<file path="src/rtl/hash_digest_capture.sv">
// Passive dmem-write snoop that captures the 8-word SHA-256 digest and presents it for display.
// Optional feature macro HASH_SCROLL_EN: rotates the displayed word every SCROLL_CYCLES clocks.
module hash_digest_capture #(
  parameter logic [11:0] BASE_ADDR     = 12'd1000,
  parameter logic [11:0] DONE_ADDR     = 12'd1008,
  parameter int unsigned SCROLL_CYCLES = 100_000_000
) (
  input  logic        clock,
  input  logic        reset,
  input  logic        wren,
  input  logic [31:0] address_dmem,
  input  logic [31:0] data,
  output logic        finished,
  output logic [31:0] hash_value,
  output logic [2:0]  word_index,
  output logic        error
);

  logic [31:0] dig_q [0:7];
  logic [7:0]  valid_q;
  logic        finished_q;
  logic        error_q;
  logic [31:0] hash_q, hash_d;

  logic [11:0] off;
  logic [2:0]  cap_idx;
  logic        cap_hit;
  logic        done_hit;
  logic        complete;
  logic        unused_addr_hi;

  // Only the low 12 address bits participate in decoding.
  assign unused_addr_hi = ^address_dmem[31:12];

  assign off      = address_dmem[11:0] - BASE_ADDR;
  assign cap_idx  = off[2:0];
  assign cap_hit  = wren && !finished_q && (off < 12'd8);
  assign done_hit = wren && !finished_q && (address_dmem[11:0] == DONE_ADDR) && (data != 32'd0);
  assign complete = done_hit && (valid_q == 8'hFF);

  always_ff @(posedge clock) begin
    if (reset) begin
      for (int i = 0; i < 8; i++) dig_q[i] <= 32'd0;
      valid_q <= 8'd0;
    end else if (cap_hit) begin
      dig_q[cap_idx]   <= data;
      valid_q[cap_idx] <= 1'b1;
    end
  end

  always_ff @(posedge clock) begin
    if (reset) begin
      finished_q <= 1'b0;
      error_q    <= 1'b0;
    end else begin
      if (complete) finished_q <= 1'b1;
      if (done_hit && !complete) error_q <= 1'b1;
    end
  end

`ifdef HASH_SCROLL_EN
  localparam int CNT_W = (SCROLL_CYCLES > 2) ? $clog2(SCROLL_CYCLES) : 1;
  localparam logic [CNT_W-1:0] CNT_LAST = CNT_W'(SCROLL_CYCLES - 1);

  logic [CNT_W-1:0] cnt_q, cnt_d;
  logic [2:0]       widx_q, widx_d, widx_nx;

  assign widx_nx = widx_q + 3'd1;

  // Completion loads word 0 directly so the display needs no extra settle cycle.
  always_comb begin
    cnt_d  = cnt_q;
    widx_d = widx_q;
    hash_d = hash_q;
    if (complete) begin
      cnt_d  = '0;
      widx_d = 3'd0;
      hash_d = dig_q[0];
    end else if (finished_q) begin
      if (cnt_q == CNT_LAST) begin
        cnt_d  = '0;
        widx_d = widx_nx;
        hash_d = dig_q[widx_nx];
      end else begin
        cnt_d = cnt_q + CNT_W'(1);
      end
    end
  end

  always_ff @(posedge clock) begin
    if (reset) begin
      cnt_q  <= '0;
      widx_q <= 3'd0;
      hash_q <= 32'd0;
    end else begin
      cnt_q  <= cnt_d;
      widx_q <= widx_d;
      hash_q <= hash_d;
    end
  end

  assign word_index = widx_q;
`else
  always_comb begin
    hash_d = hash_q;
    if (complete) hash_d = dig_q[0];
  end

  always_ff @(posedge clock) begin
    if (reset) hash_q <= 32'd0;
    else       hash_q <= hash_d;
  end

  assign word_index = 3'd0;
`endif

  assign finished   = finished_q;
  assign error      = error_q;
  assign hash_value = hash_q;

endmodule

</file>
<file path="config.mk">
export PLATFORM = sky130hd
export DESIGN_NAME = hash_digest_capture
export DESIGN_NICKNAME = d
export VERILOG_FILES = /design/src/rtl/hash_digest_capture.sv
export SDC_FILE = /design/constraint.sdc
export NUM_CORES = 1
export LEC_CHECK = 0
export CAP_MARGIN = 20
export CORE_ASPECT_RATIO = 0.75
export CORE_MARGIN = 4
export CORE_UTILIZATION = 42
export DETAILED_ROUTE_END_ITERATION = 16
export HOLD_SLACK_MARGIN = 0.1
export PLACE_DENSITY = 0.74
export REMOVE_ABC_BUFFERS = 1
export SYNTH_ARGS = -nofsm -noshare
export SYNTH_HDL_FRONTEND = slang
export SYNTH_SLANG_ARGS = --single-unit
</file>
<file path="constraint.sdc">
create_clock -name clock -period 2.4 [get_ports clock]
set_input_delay 0.24 -clock clock [delete_from_list [all_inputs] [get_ports clock]]
set_output_delay 0.24 -clock clock [all_outputs]
set_load 0.01 [all_outputs]
</file>
# After elaboration in Yosys (flattened, before gate mapping)
# Memories as Yosys holds them, arrays and structs flattened. A register that Yosys moved wholly into a read port is not among the register bits.
# Cells that the tools add are included.
[word_totals]
ff_bits = 10
mem_bits_rw = 256
input_bits = 67
mem_count = 1
elab_cells = 32
[mem_list]
columns = ["name", "words", "width", "read_ports", "rd_ports_with_merged_regs", "write_ports", "line_no", "rtl"]
rows = [
  ["dig_q", 8, 32, 1, 1, 8, "19", "logic [31:0] dig_q [0:7];"],
]
[op_classes]
bitwise = 1
eq_ne = 2
order_cmp = 3
n_mux = 10
add_sub_neg = 1
reduce_logical = 11
[ops]
columns = ["op", "count"]
rows = [
  ["two-way mux 32 bit", 1],
  ["nonzero test 32 bit", 1],
  ["OR reduction 32 bit", 1],
  ["equality test 12 x 10 -> 1 bit, second input constant", 1],
  ["< comparator 12 x 4 -> 1 bit, second input constant", 1],
  ["subtractor 12 x 10 -> 12 bit, second input constant", 1],
  ["equality test 8 bit, second input constant", 1],
  ["bitwise OR 8 bit", 1],
  ["logical AND 1 bit", 7],
  ["two-way mux 1 bit", 7],
  ["< comparator 3 x 4 -> 1 bit, second input constant", 1],
  ["demux 1 bit (select 3 bit)", 1],
  [">= comparator 3 x 1 -> 1 bit, second input constant", 1],
  ["two-way mux 3 bit", 1],
  ["zero test 1 bit", 2],
]

# Depth between registers and ports, before layout
[logic_depth]
ltp_word = 8
ltp_mapped = 7
mapped_depth_nobuf = 6

# Worst setup path after synthesis
# OpenSTA, ideal clock, no wires.
[synth_timing]
path_kind = "flip-flop to flip-flop"
start = "register finished_q (netlist: finished)"
end = "memory dig_q[0][0], enable pin"
path_stages_with_launch = 5
t_arrival_ps = 2078
path_slack_ps = -72
path_buffers = 0
setup_time_ps = 394
cell_sequence = "dfxtp_1 or3b_4 or3_4 a21o_1 nand2b_1"
[synth_lines]
columns = ["item", "line_no", "rtl"]
rows = [
  ["start, declared", "21", "logic finished_q;"],
  ["start signal, assigned", "53", "finished_q <= 1'b0;"],
  ["start signal, assigned", "56", "if (complete) finished_q <= 1'b1;"],
  ["end, declared", "19", ""],
]

==> metrics <==
status=completed; Vias=2299; final instance area=4450 µm²; Setup crit start kind=primary input; Max stage delay cell, worst path=clkdlybuf4s50_1; GRT Total Usage=14.6%; Synth Cell Area=3300 µm²; CP endpoint kind=flop; Diodes inserted=0; clk buf depth=2; most common cell after layout, fill and taps aside=clkdlybuf4s50_1; Fin. Hold Viols=0; Die Ht=84.7 µm; worst hold path type=primary input to flop; Leak=1.51 nW; post-synthesis cell count=293; Final Total Pwr=2.60 mW; 1st-iter DRT viols=124; Warnings, synthesis=0; Ports=104; root buf cell=clkbuf_8; gr ovfl total=0; # port buffers=80; Yosys cell types=33; Initial Utilization=43.9%; largest net degree at the start of global routing=57; DRC=0; RSZ-0062 raised after global routing=no; NumNets Final=445; initial antenna violation count=0; hold_ws=0.304 ns; Period Utilization, post-route=83.0%; register bit total from synthesis=74; vias in the first global route=2160; WL/cell=13.7 µm; post-CTS setup buffer count=0; core area=7500 µm²; skew final=0.00949 ns; first-pass GRT wire length=10.5 mm; maxcap violations=0; Worst Path Required=2.44 ns; Util after Layout=59.3%; die span in x=110 µm; CP Cell Sequence=clkdlybuf4s50_1 > inv_1 > ha_1 > nand2_1 > or3_4 > a21o_1 > nand2b_2 > buf_12; CTS tree=yes; P per Cell Area=585 nW/µm²; Placer Congestion=0.802; post-layout minimum cycle time=1.99 ns; Pre-Repair DR Iteration Count=4; row count=27; clock buffer count from CTS=9; die area=9340 µm²; placed cell areas=4220 µm²; final setup fails=0; commonest non-fill, non-tap cells in the layout=79 x clkdlybuf4s50_1, 64 x nand2b_1, 42 x dfxtp_1; hpwl dp=4.73 mm; Syn Area/Cell=11.2 µm²; share of layout cells above drive strength 1=8.14%; post-route ant nets=0; Worst EP arrival=2.03 ns; Sink Count=74; Clock Pin Slew Worst Setup and Hold Paths=0.07 ns; Vias/cell=4.77; fmax=0.502 GHz; sequential fraction of the synthesis area=54.7%; layout filler cell count=645; WL final=6.59 mm; CTS H-tree lvls=3; hold_buf cts=0; critical path peak fanout=20; Area Overhead vs Synth=35.0%; CTS resizes=0; crit-path max cell delay=0.47 ns; worst-skew pair later-pin latency=0.34 ns; Slew Viols, Final=0; Peak VDD IR=0.351 mV; crit path kind=primary input to flop
[cell type report]
cell class                 count  area, µm²  share of cell area (%)
clock buffer                  11        153                    3.43
clock inverter                 4       72.6                    1.63
inverter                      12       45.0                    1.01
multi-input combinational    190       1340                    30.2
sequential                    74       1800                    40.5
tap                          101        126                    2.84
timing repair buffer          90        908                    20.4
[where the power goes]
part           internal [mW]  total, mW  switching [mW]
Combinational          0.108      0.180          0.0720
Clock                  0.644       1.08           0.436
Sequential              1.34       1.34         0.00684
[kinds of logic (layout without fill, tap and decap cells)]
| family | after synthesis | in the layout | share of synthesized area, % |
|---|---|---|---|
| simple gates | 133 | 133 | 25.2 |
| flops | 74 | 74 | 54.7 |
| buf+inv | 31 | 117 | 4.93 |
| compound gates | 21 | 21 | 4.97 |
| fa+ha+maj | 1 | 1 | 0.380 |
| other cells | 1 | 3 | 0.114 |
| mux | 32 | 32 | 9.72 |
[stage by stage]
step           setup TNS [ns]  worst slack (ns)  cells
3_3_place_gp                0            0.0887    467
4_1_cts                     0             0.415    482
6_report                    0             0.409    482
5_1_grt                     0             0.343    482
3_5_place_dp                0            0.0591    467
2_1_floorplan           -5.96            -0.114    276
[layer usage]
metal	vias up	track usage [%]	wire length [µm]
li1	1170	-	-
met1	1062	18.6	3020
met2	61	23.3	3070
met3	6	5.92	446
met4	0	3.47	49
met5	-	0	0
[Yosys cell counts]
| cell | n | area [µm²] |
|---|---|---|
| nand2b_1 | 65 | 407 |
| dfxtp_1 | 42 | 841 |
| and2_1 | 32 | 200 |
| edfxtp_1 | 32 | 961 |
| mux2i_1 | 32 | 320 |
| inv_1 | 12 | 45.0 |
| nor4_1 | 10 | 62.6 |
| a21oi_1 | 9 | 45.0 |
| clkbuf_1 | 9 | 33.8 |
| o2111ai_1 | 8 | 70.1 |
| buf_4 | 6 | 45.0 |
| nor2_1 | 6 | 22.5 |
| nand4_1 | 4 | 25.0 |
| buf_6 | 3 | 33.8 |
| nand2_1 | 3 | 11.3 |
| and3_1 | 2 | 12.5 |
| or3_4 | 2 | 22.5 |
| a211oi_4 | 1 | 20.0 |
| a21o_1 | 1 | 7.51 |
| and3b_1 | 1 | 8.76 |
| buf_2 | 1 | 5.00 |
| conb_1 | 1 | 3.75 |
| ha_1 | 1 | 12.5 |
| nand3_1 | 1 | 5.00 |
| nand4b_1 | 1 | 8.76 |
| nor3_1 | 1 | 5.00 |
| nor3b_1 | 1 | 7.51 |
| nor4b_1 | 1 | 8.76 |
| o2111a_1 | 1 | 11.3 |
| o21ba_1 | 1 | 10.0 |
| or2_2 | 1 | 6.26 |
| or3_1 | 1 | 6.26 |
| or3b_4 | 1 | 11.3 |
[worst paths after layout]
path / startpoint / endpoint / slack, ns / cells after the start
max: address_dmem[3] / dig_q[0][1] / 0.41 / 8
min: reset / valid_q[7] / 0.30 / 2
max reg2reg: finished / dig_q[0][1] / 0.45 / 5
min reg2reg: valid_q[7] / valid_q[7] / 0.45 / 2
[critical path: cells and delay by family]
family	cells	cell delay, ns
buffers and inverters	3	0.71
and+or+nand+nor	3	0.56
adders and majority gates	1	0.34
AOI/OAI and AO/OA	1	0.19
[registers in the layout, indices dropped and copies added, names as in the netlist]
signal / count
finished: 1
valid_q: 8
error: 1
dig_q: 32
hash_value: 32
Note: power is estimated with default switching activity, not from simulation.
